[config.mk]
export PLATFORM = sky130hd
export DESIGN_NAME = pipeline_hazard_ctrl
export DESIGN_NICKNAME = d
export VERILOG_FILES = /design/src/rtl/cpu_types_pkg.sv /design/src/rtl/hz_shadow_slot.sv /design/src/rtl/pipeline_hazard_ctrl.sv
export SDC_FILE = /design/constraint.sdc
export NUM_CORES = 1
export LEC_CHECK = 0
export CAP_MARGIN = 20
export CELL_PAD_IN_SITES_DETAIL_PLACEMENT = 1
export CELL_PAD_IN_SITES_GLOBAL_PLACEMENT = 2
export CORE_ASPECT_RATIO = 1.25
export CORE_MARGIN = 3
export CORE_UTILIZATION = 21
export CTS_CLUSTER_SIZE = 40
export DETAILED_ROUTE_END_ITERATION = 8
export HOLD_SLACK_MARGIN = 0.02
export PLACE_DENSITY = 0.82
export SYNTH_ARGS = -nofsm -noshare
export SYNTH_HDL_FRONTEND = slang
export SYNTH_HIERARCHICAL = 1
export SYNTH_SLANG_ARGS = --single-unit
[constraint.sdc]
create_clock -name CLK -period 1.65 [get_ports CLK]
set_clock_uncertainty 0.15 [all_clocks]
set_input_delay 0.165 -clock CLK [delete_from_list [all_inputs] [get_ports CLK]]
set_output_delay 0.165 -clock CLK [all_outputs]
set_load 0.05 [all_outputs]
[src/rtl/cpu_types_pkg.sv]
// cpu_types_pkg: shared CPU types plus hazard-controller additions.
//   regbits_t      register-index width (5 bits)
//   hz_state_t     hazard control FSM states
//   shadow_slot_t  hazard-relevant fields of one in-flight instruction
//   REFILL_DEPTH   advancing cycles spent refilling after a flush
//   satInc         saturating 32-bit increment used by the perf counters
package cpu_types_pkg;

    localparam int REGBITS = 5;
    typedef logic [REGBITS-1:0] regbits_t;

    typedef enum logic [1:0] {
        RUN        = 2'd0,
        FLUSH_PEND = 2'd1,
        REFILL     = 2'd2
    } hz_state_t;

    typedef struct packed {
        logic     valid;
        logic     memRead;
        regbits_t rd;
        logic     branch;
        logic     jump;
    } shadow_slot_t;

    localparam logic [1:0] REFILL_DEPTH = 2'd3;

    function automatic logic [31:0] satInc(input logic [31:0] v);
        return (v == 32'hFFFF_FFFF) ? v : v + 32'd1;
    endfunction

endpackage

[src/rtl/hz_shadow_slot.sv]
// hz_shadow_slot: one shadow-pipeline register slot.
//   CLK, nRST  clock, asynchronous active-low reset
//   load       capture d on the next edge
//   zero       clear the slot on the next edge (wins over load)
//   d, q       slot contents in / out
module hz_shadow_slot
    import cpu_types_pkg::*;
(
    input  logic         CLK,
    input  logic         nRST,
    input  logic         load,
    input  logic         zero,
    input  shadow_slot_t d,
    output shadow_slot_t q
);

    always_ff @(posedge CLK or negedge nRST) begin
        if (!nRST) begin
            q <= '0;
        end else if (zero) begin
            q <= '0;
        end else if (load) begin
            q <= d;
        end
    end

endmodule

[src/rtl/pipeline_hazard_ctrl.sv]
// pipeline_hazard_ctrl: shadows the hazard-relevant fields of the EX and MEM
// instructions, feeds the HDU, and turns freeze / threeInstrFlush / cache
// status into per-stage latch enables and flushes.
//   CLK, nRST                       clock, asynchronous active-low reset
//   ihit, dmem_pend, dhit           fetch / data-memory status
//   id_*                            decode slot fields
//   freeze, three_flush             HDU requests
//   hdu_*                           HDU inputs (rs from decode, rd/memRead
//                                   from EX slot, branch/jump from MEM slot)
//   *_en, *_flush                   datapath latch enables and flushes
//   refilling                       post-flush refill in progress
// Optional build macro HAZARD_PERF_EN adds stall_cnt, flush_cnt and
// memstall_cnt (saturating 32-bit event counters).
//
// state      | meaning
// -----------+----------------------------------------------------------
// RUN        | normal flow
// FLUSH_PEND | flush requested during a memory stall, applied once it clears
// REFILL     | flush applied; pipeline refilling, freeze ignored
module pipeline_hazard_ctrl
    import cpu_types_pkg::*;
(
    input  logic     CLK,
    input  logic     nRST,
    input  logic     ihit,
    input  logic     dmem_pend,
    input  logic     dhit,
    input  logic     id_valid,
    input  regbits_t id_rs1,
    input  regbits_t id_rs2,
    input  regbits_t id_rd,
    input  logic     id_memRead,
    input  logic     id_branch,
    input  logic     id_jump,
    input  logic     freeze,
    input  logic     three_flush,
    output regbits_t hdu_rs1,
    output regbits_t hdu_rs2,
    output regbits_t hdu_rd,
    output logic     hdu_memRead,
    output logic     hdu_branch,
    output logic     hdu_jump,
    output logic     pc_en,
    output logic     ifid_en,
    output logic     idex_en,
    output logic     exmem_en,
    output logic     memwb_en,
    output logic     ifid_flush,
    output logic     idex_flush,
    output logic     exmem_flush,
    output logic     refilling
`ifdef HAZARD_PERF_EN
    ,
    output logic [31:0] stall_cnt,
    output logic [31:0] flush_cnt,
    output logic [31:0] memstall_cnt
`endif
);

    hz_state_t    state, stateNext;
    logic [1:0]   refillCnt, refillCntNext;
    logic         memStall, flushReq, freezeEff, freezeApplied;
    shadow_slot_t exIn, exQ, memQ;

    assign memStall  = dmem_pend & ~dhit;
    assign flushReq  = three_flush | (state == FLUSH_PEND);
    // Slots are known clean after a flush, so a freeze during refill is stale.
    assign freezeEff = freeze & (state != REFILL);
    assign freezeApplied = nRST & ~memStall & ~flushReq & freezeEff;

    always_ff @(posedge CLK or negedge nRST) begin
        if (!nRST) begin
            state     <= RUN;
            refillCnt <= 2'd0;
        end else begin
            state     <= stateNext;
            refillCnt <= refillCntNext;
        end
    end

    always_comb begin
        stateNext     = state;
        refillCntNext = refillCnt;
        unique case (state)
            RUN: begin
                if (three_flush) begin
                    if (memStall) begin
                        stateNext = FLUSH_PEND;
                    end else begin
                        stateNext     = REFILL;
                        refillCntNext = REFILL_DEPTH;
                    end
                end
            end
            FLUSH_PEND: begin
                if (!memStall) begin
                    stateNext     = REFILL;
                    refillCntNext = REFILL_DEPTH;
                end
            end
            REFILL: begin
                if (three_flush && memStall) begin
                    stateNext = FLUSH_PEND;
                end else if (three_flush) begin
                    refillCntNext = REFILL_DEPTH;
                end else if (!memStall) begin
                    // Leave on the advancing cycle that takes the count to 0.
                    if (refillCnt <= 2'd1) begin
                        stateNext     = RUN;
                        refillCntNext = 2'd0;
                    end else begin
                        refillCntNext = refillCnt - 2'd1;
                    end
                end
            end
            default: begin
                stateNext     = RUN;
                refillCntNext = 2'd0;
            end
        endcase
    end

    always_comb begin
        pc_en       = 1'b0;
        ifid_en     = 1'b0;
        idex_en     = 1'b0;
        exmem_en    = 1'b0;
        memwb_en    = 1'b0;
        ifid_flush  = 1'b0;
        idex_flush  = 1'b0;
        exmem_flush = 1'b0;
        if (!nRST || memStall) begin
            // everything held
        end else if (flushReq) begin
            {pc_en, ifid_en, idex_en, exmem_en, memwb_en} = 5'b11111;
            {ifid_flush, idex_flush, exmem_flush}         = 3'b111;
        end else if (freezeEff) begin
            {idex_en, exmem_en, memwb_en} = 3'b111;
            idex_flush = 1'b1;
        end else if (!ihit) begin
            {ifid_en, idex_en, exmem_en, memwb_en} = 4'b1111;
            ifid_flush = 1'b1;
        end else begin
            {pc_en, ifid_en, idex_en, exmem_en, memwb_en} = 5'b11111;
        end
    end

    assign refilling = (state != RUN);

    assign exIn = '{valid: id_valid, memRead: id_memRead, rd: id_rd,
                    branch: id_branch, jump: id_jump};

    hz_shadow_slot uExSlot (
        .CLK  (CLK),
        .nRST (nRST),
        .load (idex_en),
        .zero (idex_flush),
        .d    (exIn),
        .q    (exQ)
    );

    hz_shadow_slot uMemSlot (
        .CLK  (CLK),
        .nRST (nRST),
        .load (exmem_en),
        .zero (exmem_flush),
        .d    (exQ),
        .q    (memQ)
    );

    assign hdu_rs1     = id_rs1;
    assign hdu_rs2     = id_rs2;
    assign hdu_rd      = exQ.rd;
    assign hdu_memRead = exQ.valid & exQ.memRead;
    assign hdu_branch  = memQ.valid & memQ.branch;
    assign hdu_jump    = memQ.valid & memQ.jump;

    // MEM-slot rd/memRead only travel along; nothing downstream needs them.
    logic unusedMemFields;
    assign unusedMemFields = ^{memQ.memRead, memQ.rd};

`ifdef HAZARD_PERF_EN
    always_ff @(posedge CLK or negedge nRST) begin
        if (!nRST) begin
            stall_cnt    <= 32'd0;
            flush_cnt    <= 32'd0;
            memstall_cnt <= 32'd0;
        end else begin
            if (freezeApplied)         stall_cnt    <= satInc(stall_cnt);
            if (!memStall && flushReq) flush_cnt    <= satInc(flush_cnt);
            if (memStall)              memstall_cnt <= satInc(memstall_cnt);
        end
    end
`else
    logic unusedFreezeApplied;
    assign unusedFreezeApplied = freezeApplied;
`endif

endmodule
# Word level (Yosys, flattened, before mapping)
# Index checks and enable logic that the tools add are counted.
[totals]
out_inout_bits = 27
input_bits = 26
register_bits = 16
word_cells = 74
[classes]
reduce_logical = 7
n_addsub = 1
n_eq_ne = 12
n_bitwise = 7
magnitude_cmp = 1
mux = 36
[ops]
columns = ["cell", "count"]
rows = [
  ["2-to-1 mux 9 bit", 4],
  ["2-to-1 mux 2 bit", 13],
  ["2-to-1 mux 1 bit", 17],
  ["!= test 2 bit, second input constant", 6],
  ["!= test 3 bit, second input constant", 4],
  ["one-hot mux 2 bit (3 select lines)", 2],
  ["AND 1 bit", 5],
  ["AND reduction 5 bit", 1],
  ["AND reduction 3 bit", 1],
  ["equality test 2 x 1 -> 1 bit, second input constant", 1],
  ["equality test 2 bit, second input constant", 1],
  ["<= comparator 2 x 1 -> 1 bit, second input constant", 1],
  ["logical NOT 2 bit", 1],
  ["nonzero test 2 bit", 1],
  ["subtractor 2 x 1 -> 2 bit, second input constant", 1],
  ["logical AND 1 bit", 1],
  ["logical NOT 1 bit", 1],
  ["logical OR 1 bit", 1],
  ["NOT 1 bit", 1],
  ["bitwise OR 1 bit", 1],
]

# Longest topological paths before layout
[logic_depth]
ltp_word = 6
depth_mapped = 6

# Cells and area by module
# Netlist, hierarchy kept.
[modules_own_cells]
columns = ["mod", "cells_each", "instances", "area_per_inst_um2", "seq_area_each_um2"]
rows = [
  ["hz_shadow_slot", 29, 2, 364.1, 225.2],
  ["pipeline_hazard_ctrl", 52, 1, 404.1, 100.1],
]

# Worst setup path after synthesis
# Ideal clock, no wire load.
[synth_path]
path_type = "flip-flop to flip-flop"
start = "reg state[0]"
end = "reg uExSlot/q[0] (netlist name)"
setup_ns = 0.130
period_less_slack_ns = 2.328
t_arrival_ns = 2.048
stages_incl_launch_ff = 6
path_slack_ns = -0.678
path_cell_list = "dfrtp_1 inv_1 maj3_1 a21oi_1 buf_1 nor2_1"
[synth_between]
elab_chain_cells = 6
elab_cells_between_ends = 9
[synth_rtl]
columns = ["item", "line", "source"]
rows = [
  ["start: declaration", "pipeline_hazard_ctrl.sv:60", "hz_state_t state, stateNext;"],
  ["start signal: assignment", "pipeline_hazard_ctrl.sv:76", "state <= stateNext;"],
  ["!= test 2 bit", "pipeline_hazard_ctrl.sv:68", "assign freezeEff = freeze & (state != REFILL);"],
  ["AND 1 bit", "pipeline_hazard_ctrl.sv:68", ""],
  ["2-to-1 mux 1 bit", "pipeline_hazard_ctrl.sv:137", "end else if (freezeEff) begin"],
  ["2-to-1 mux 1 bit (*)", "pipeline_hazard_ctrl.sv:134", "end else if (flushReq) begin"],
  ["2-to-1 mux 1 bit (*)", "pipeline_hazard_ctrl.sv:132", "if (!nRST || memStall) begin"],
  ["net idex_flush", "pipeline_hazard_ctrl.sv:49", "output logic idex_flush,"],
  ["!= test 2 bit (no line) / 2-to-1 mux 9 bit (equally long branches)", "--", ""],
  ["end signal: assignment", "hz_shadow_slot.sv:19", "q <= '0;"],
  ["end signal: assignment", "hz_shadow_slot.sv:21", "q <= '0;"],
  ["end signal: assignment", "hz_shadow_slot.sv:23", "q <= d;"],
  ["end: declaration", "hz_shadow_slot.sv:14", "output shadow_slot_t q"],
]
# Mark *: on every way through the listed nets, which the timed path passes. The rest lies on a longest branch.
# A chain may end at the register's enable or synchronous reset.

# Final worst setup path
[layout_path]
start = "reg state[0]"
end = "out idex_flush"
[layout_between]
elab_chain_cells = 5
elab_cells_between_ends = 7
[layout_rtl]
columns = ["item", "line"]
rows = [
  ["!= test 2 bit", "pipeline_hazard_ctrl.sv:68"],
  ["AND 1 bit", "pipeline_hazard_ctrl.sv:68"],
  ["2-to-1 mux 1 bit", "pipeline_hazard_ctrl.sv:137"],
  ["2-to-1 mux 1 bit (*)", "pipeline_hazard_ctrl.sv:134"],
  ["2-to-1 mux 1 bit (*)", "pipeline_hazard_ctrl.sv:132"],
  ["end: declaration", "pipeline_hazard_ctrl.sv:49"],
]
# Every way passes the cells marked *; elsewhere a longest branch is shown, timed or not.

==> impl_metrics.ini <==
[grt]
grt_max_degree = 17
grt_pass1_wl_um = 4110
grt_overflow_total = 0
grt_usage_pct = 10.3
grt_pass1_vias = 873
antenna_found_initial = 0

[layout]
drive_gt1_share_pct = 41.5
utilization_pct = 38.1
final_cells = 186
nets = 157
area_growth_pct = 73.4
antenna_cells = 0
post-route-cell-area_um2 = 1560

[synthesis]
synthesis.nets = 118
syn-instance-count = 92
mappedNetlistArea_um2 = 900
yosysWarnings = 6
avgSynthCellArea_um2 = 9.78

[timing]
max_freq_ghz = 0.588
drv_slew = 0
holdWs_ns = 0.138
min_period_ns = 1.70
min_period_over_period_pct = 103
finalSetupViolCount = 4
rsz0062_at_grt = yes
slew_headroom_pct = 83.3
finalHoldViolations = 0
tightest_slew_ns = 0.249
setup_slack_ns = -0.0520

[setup_path]
reg2reg_setup_slack_ns = 0.16
r2r-start = state[0]$_DFFE_PN0P_
startpoint = state[0]$_DFFE_PN0P_
cp_max_fo = 5
end_kind = output port
rr_worst_depth = 5
cp-start-kind = flip-flop
worstPathRequired_ns = 1.33
cp_data_arrival_time_ns = 1.39
path_class = flip-flop to output port
r2r-end = uExSlot/q[1]$_DFFE_PN0P_

[route]
drt-wirelength-per-cell_um = 12.9
drtIter0Drc = 7
drc = 0
drt.antenna.violating_nets = 0
vias_per_cell = 4.13
vias = 768
first_pass_iters = 3
wirelength_um = 2410

[min_path]
hp-class = primary input to async pin

[floorplanning]
core_um2 = 4100
die_x_um = 64.5
die_y_um = 79.2
start_util_pct = 21.9
io_pins = 53
die-area_um2 = 5110
fp-row-count = 26

[cts]
cts_buffers = 3
postCtsHoldBufs = 0
cts.reportedPaths.clkPinSlew_ns = 0.06
numClockSinks = 16
htree_levels = 1
clock_tree.buffer_depth = 2
cts-root-buf = clkbuf_8
cts_tree = built
clk_latency_ns = 0.25

[run]
cap_violations = 0

[outcome]
violations = setup timing
status = complete, but fails checks

[place]
placed_cells = 178
place_congestion = 0.835
numPortBuffers = 32
dp_hpwl_um = 1880
dpl_cell_area_um2 = 1420

[pwr]
p_leak_nw = 0.703
power.density_nw_per_um2 = 866
ir_worst_vdd_uv = 353
metal layers:
metal / routed length [um] / global-route usage [%] / part of all wire, % / vias to the layer above
met5: 0 / 0 / 0 / -
met4: 52 / 4.65 / 2.2 / 0
met3: 150 / 2.40 / 6.2 / 5
met2: 1300 / 18.7 / 54 / 20
met1: 906 / 11.3 / 38 / 371
li1: - / - / - / 372
cells in the final DEF (no fill, tap or decap), drive strengths merged:
cell            n
nor2           15
nand2b          4
clkdlybuf4s50  15
a31o            1
nand2           2
o22a            1
a211oi          1
mux2i          12
or2b            1
inv             5
a41oi           1
dfrtp          16
and2            3
a21oi           8
a21o            1
nor2b           1
o2111ai         1
clkbuf          4
buf            35
maj3            1
a221oi          1
a21bo           1
cell type report:
| cell class | count | area [um^2] |
|---|---|---|
| Clock buffer | 4 | 55.1 |
| Fill cell | 485 | 2540 |
| Inverter | 5 | 18.8 |
| Multi-Input combinational cell | 55 | 432 |
| Sequential cell | 16 | 402 |
| Tap cell | 56 | 70.1 |
| Timing Repair Buffer | 50 | 583 |
registers in the layout (all words and copies together) (netlist names):
register    flops
state           2
uMemSlot/q      3
uExSlot/q       9
refillCnt       2
worst max-delay path: stages, from the launching register on:
cell,delay [ns]
dfrtp_1,0.43
inv_2,0.06
maj3_2,0.32
a21oi_4,0.16
buf_12,0.15
worst max path at each step:
stage                                     to
floorplan                            ifid_en
global placement    uExSlot/q[6]$_DFFE_PN0P_
detailed placement  uExSlot/q[8]$_DFFE_PN0P_
CTS                               idex_flush
global route                         ifid_en
finish                            idex_flush
repair_timing:
action | in CTS | in global routing
setup buffers | 2 | 2
cloned | 0 | 0
pin swaps | 5 | 5
resized for setup | 9 | 6
endpoints found under the setup margin | 8 | 8
power by group:
| part | leakage [nW] | switching (mW) | internal (mW) | total, mW |
|---|---|---|---|---|
| Combinational | 0.474 | 0.274 | 0.244 | 0.518 |
| Sequential | 0.200 | 0.0391 | 0.444 | 0.483 |
| Clock | 0.0288 | 0.137 | 0.212 | 0.349 |
per-stage QoR:
step / power [mW] / setup TNS [ns] / setup WS, ns
2_1_floorplan: 0.813 / -1.04 / -0.262
3_3_place_gp: 0.965 / -1.51 / -0.111
3_5_place_dp: 0.977 / -2.02 / -0.141
4_1_cts: 1.35 / -0.241 / -0.0722
5_1_grt: 1.43 / -0.378 / -0.116
6_report: 1.35 / -0.138 / -0.0520
No activity file was read; power rests on OpenSTA's default activity.
==> edit 1, RTL diff (same flow settings) <==
The option `HAZARD_PERF_EN` is turned on by a define.
--- a/src/rtl/pipeline_hazard_ctrl.sv
+++ b/src/rtl/pipeline_hazard_ctrl.sv
@@ -17,6 +17,8 @@
 // RUN        | normal flow
 // FLUSH_PEND | flush requested during a memory stall, applied once it clears
 // REFILL     | flush applied; pipeline refilling, freeze ignored
+`define HAZARD_PERF_EN
+
 module pipeline_hazard_ctrl
     import cpu_types_pkg::*;
 (
Check against the original RTL (old outputs only; new: flush_cnt, memstall_cnt and stall_cnt): equivalent (equiv_simple and equiv_induct, registers matched by name and starting in step).
==> edit 1 against the unedited design <==
The flow still finishes with violations (negative setup slack). Routed wire length rose to 8.9 times the old value. Synthesized area increased to 6.1 times the old value. Sequential cell count up 96. Clock power rose to 7.0 times the old value. First-iteration DRC count rose to 26 times the old value. Worst setup slack got worse by 0.49 ns. Total power rose to 6.9 times the old value. Sequential share of layout area rose by 0.47 points. Global-route usage up 4.1 points. Final area grew to 7.1 times the old value. Largest cell class is now multi-input combinational cells.
==> edit 1: results (changes against the unedited design) <==
Initial DRT Pass Iterations = 4 (+1)
Min Hold Slack = 0.180 ns (+0.0422 ns)
GR Layer Usage met2 = 0.269 (+0.0825)
Initial DRC Count = 181 (+174)
CP arrival = 2.30 ns (+0.91 ns)
Final #Nets = 911 (+480%)
CTS clk-pin slew, worst paths = 0.08 ns (+0.02 ns)
Synth Warn # = 6 (unchanged)
Hold Path End = hdu_rs1[1]
Failing checks = negative setup slack
Mean number of vias per cell = 4.50 (+8.9%)
Worst slew pin tran = 0.631 ns (+0.382 ns)
Drt total wl = 21.3 mm (+790%)
R2R cell count = 5 (unchanged)
Pre-CTS WS = -0.870 ns (-0.729 ns)
CP peak stage delay = 0.44 ns
Vias in the first global route = 6,094 (+600%)
Top Layer Used = met4
Biggest regs = flush_cnt (32), memstall_cnt (32), stall_cnt (32)
WL met1 = 8.30 mm (+820%)
IO buf count = 128 (+300%)
Worst r2r src = stall_cnt[0]
PnR worst setup slack = -0.545 ns (-0.493 ns)
Gr usage total = 0.145 (+0.0415)
Leakage = 5.09 nW (+620%)
Share of cells above drive strength 1 = 0.709 (+0.294)
Htree depth = 3 (+2)
HPWL Detailed = 13.9 mm (+640%)
Largest net degree at the start of global routing = 113 (+96)
Total CTS buffers = 9 (+6)
Grt met3 use = 0.0240 (-0.0000511)
First-pass GRT wire length = 32.3 mm (+680%)
Status = complete, but fails checks
Peak VDD IR = 485 uV (+38%)
Crit path max-delay family = simple AND/OR/NAND/NOR gates
Worst hold start = id_rs1[1]
CP Max Fanout = 4 (-1)
Synth Net Count = 552 (+370%)
Fill cells = 2,656 (+450%)
Met3 wire len = 629 um (+320%)
GRT met1 Usage = 0.169 (+0.0555)
Max clock buf depth = 2 (unchanged)
DR WL met2 = 11.9 mm (+810%)
Worst hold path type = primary input to output pin
GP Congestion = 0.778 (-6.8%)
Worst-Skew Late Latency = 0.37 ns (+0.12 ns)
Antenna diode count = 0 (unchanged)
Slowest cell on the critical path = or4_4
CTS root buf = clkbuf_16
Setup Viol. Count Final = 111 (+107)
Worst r2r dst = stall_cnt[21]
-- edit 1: worst max path at each step --
stage / to / slack, ns / start / cells past startpoint
3_3_place_gp: stall_cnt[21] / -0.82 / freeze / 8
4_1_cts: stall_cnt[21] / -0.44 / state[1] / 6
3_5_place_dp: stall_cnt[21] / -0.87 / freeze / 8
2_1_floorplan: stall_cnt[21] / -0.58 / stall_cnt[2] / 5
6_report: stall_cnt[21] / -0.54 / stall_cnt[0] / 5
5_1_grt: stall_cnt[21] / -0.62 / stall_cnt[0] / 5
-- edit 1: power by group --
| group | switching, W | internal (W) |
|---|---|---|
| Clock | 0.00111 | 0.00134 |
| Sequential | 0.000238 | 0.00304 |
| Combinational | 0.00203 | 0.00162 |
-- edit 1: cell type report --
| type | count | area [um^2] | area share |
|---|---|---|---|
| inverter | 11 | 46.3 | 0.00417 |
| tap | 335 | 419 | 0.0377 |
| multi-input combinational | 372 | 3730 | 0.336 |
| sequential | 112 | 2910 | 0.262 |
| timing repair buffer | 376 | 3680 | 0.331 |
| clock inverter | 7 | 95.1 | 0.00856 |
| clock buffer | 9 | 225 | 0.0203 |
-- edit 1: through the flow --
step           TNS [ns]  std cells  total power (W)   util  instance area, um^2
2_1_floorplan    -31.41        523          0.00493      -                 6030
3_3_place_gp     -59.53       1156          0.00642  0.364                 9260
3_5_place_dp     -63.08       1156          0.00651  0.364                 9260
4_1_cts          -24.39       1207          0.00916  0.414                10500
5_1_grt          -36.88       1222          0.00983  0.437                11100
6_report         -28.21       1222          0.00937  0.437                11100
-- edit 1: timing repair --
item,in CTS,in global routing
setup endpoints to repair,117,111
buffers inserted,32,22
hold endpoints to repair,112,0
gates resized for setup,151,83
pin swaps,95,72
hold buffers,1,0
cloned,4,0
==> edit 2, RTL diff (same flow settings) <==
Made on the original files. Register the output `hdu_rd`, without a reset; this adds one clock of latency there. The other outputs are not delayed to match.
--- a/src/rtl/pipeline_hazard_ctrl.sv
+++ b/src/rtl/pipeline_hazard_ctrl.sv
@@ -170,7 +170,9 @@
 
     assign hdu_rs1     = id_rs1;
     assign hdu_rs2     = id_rs2;
-    assign hdu_rd      = exQ.rd;
+    always_ff @(posedge CLK) begin
+        hdu_rd <= exQ.rd;
+    end
     assign hdu_memRead = exQ.valid & exQ.memRead;
     assign hdu_branch  = memQ.valid & memQ.branch;
     assign hdu_jump    = memQ.valid & memQ.jump;
Function: changed (Yosys sat finds a counterexample within 4 cycles, from zero or initial values and one cycle with nRST low).
==> edit 2 against the unedited design <==
The run still ends with negative setup slack left. Clock power shrank 6.0%. Synthesized cell count is 5.4% higher. Worst setup slack worse by 0.044 ns. Synthesized area is 11% higher. Final area rose by 11%. Register-to-register slack got worse by 0.07 ns. First-iteration DRC count grew 57%. Sequential cell count grew 5. Total power is 11% higher. Largest cell class unchanged. Routed wire length is 13% higher.
==> edit 2: results (changes against the unedited design) <==
Vias in the first global route = 877 (+0.46%)
Cells after DPL = 182 (+2.2%)
Share of cells above drive strength 1 = 0.404 (-0.0111)
Initial DRC Count = 11 (+4)
Die W = 67.7 um (+4.9%)
P_int = 0.00101 W (+12%)
R2R cell count = 6 (+1)
Placed cell area = 1500 um^2 (+5.7%)
GP Congestion = 0.725 (-13%)
CTS clk-pin slew, worst paths = 0.08 ns (+0.02 ns)
Biggest regs = uExSlot/q (9), hdu_rd (5), uMemSlot/q (3)
HPWL Detailed = 1.98 mm (+5.4%)
WL met1 = 964 um (+6.4%)
Min Hold Slack = 0.155 ns (+0.0170 ns)
Status = complete, but fails checks
Fill cells = 496 (+2.3%)
PnR worst setup slack = -0.0963 ns (-0.0443 ns)
Peak VDD IR = 330 uV (-6.4%)
Worst r2r dst = uExSlot/q[5]
Mean number of vias per cell = 4.14 (+0.28%)
CP arrival = 1.43 ns (+0.04 ns)
Setup Viol. Count Final = 5 (+1)
Drt total wl = 2.72 mm (+13%)
CP peak stage delay = 0.39 ns (-0.04 ns)
Leakage = 0.778 nW (+11%)
FF/Latch Area = 502 um^2 (+25%)
Met3 wire len = 194 um (+29%)
Synthesized area = 1000 um^2 (+11%)
Final #Nets = 168 (+7.0%)
Vias after detailed routing = 824 (+7.3%)
DR WL met2 = 1.51 mm (+16%)
Pre-CTS WS = -0.169 ns (-0.0276 ns)
CP Max Fanout = 3 (-2)
First-pass GRT wire length = 4.12 mm (+0.17%)
Total Neg Setup Slack = -0.267 ns (-0.130 ns)
Synth Net Count = 123 (+4.2%)
Failing checks = negative setup slack
Gr usage total = 0.0943 (-0.00920)
-- edit 2: worst reg2reg max path: cells and delay by family, from the launching register on --
kind | cells | cell delay (ns)
adder cells (fa/ha/maj) | 1 | 0.33
AND/OR/NAND/NOR | 1 | 0.06
AO/OA/AOI/OAI | 1 | 0.18
buffers and inverters | 3 | 0.34
flip-flops | 1 | 0.39
-- edit 2: layout make-up --
cell class,instances,share of cell area
clock buffers,3,0.0239
inverters,5,0.0109
well taps,58,0.0421
repair buffers,56,0.376
flip-flops and latches,21,0.291
clock inverters,1,0.00290
multi-input cells,55,0.254
-- edit 2: repair_timing --
item                                    CTS  global route
pin swaps                                 4             3
setup buffers                             5             8
endpoints found under the setup margin    8            15
gates resized for setup                  12             4
-- edit 2: how the worst max path moves through the flow --
stage,from,end,slack (ns)
2_1_floorplan,state[1],ifid_en,-0.26
6_report,state[0],ifid_en,-0.1
3_5_place_dp,freeze,uExSlot/q[5],-0.17
5_1_grt,state[0],ifid_en,-0.15
3_3_place_gp,freeze,uExSlot/q[2],-0.14
4_1_cts,state[1],idex_flush,-0.08
-- edit 2: metal layers --
layer  global-route usage  up-vias
li1                     -      398
met1                0.102      393
met2                0.171       27
met3               0.0176        6
met4               0.0387        0
met5                    0        -
-- edit 2: power by group through the flow --
stage | Combinational, W | Sequential, W | Clock [W]
2_1_floorplan | 0.000280 | 0.000674 | 0
3_3_place_gp | 0.000469 | 0.000628 | 0
3_5_place_dp | 0.000480 | 0.000632 | 0
4_1_cts | 0.000516 | 0.000622 | 0.000344
5_1_grt | 0.000578 | 0.000631 | 0.000354
6_report | 0.000543 | 0.000624 | 0.000328
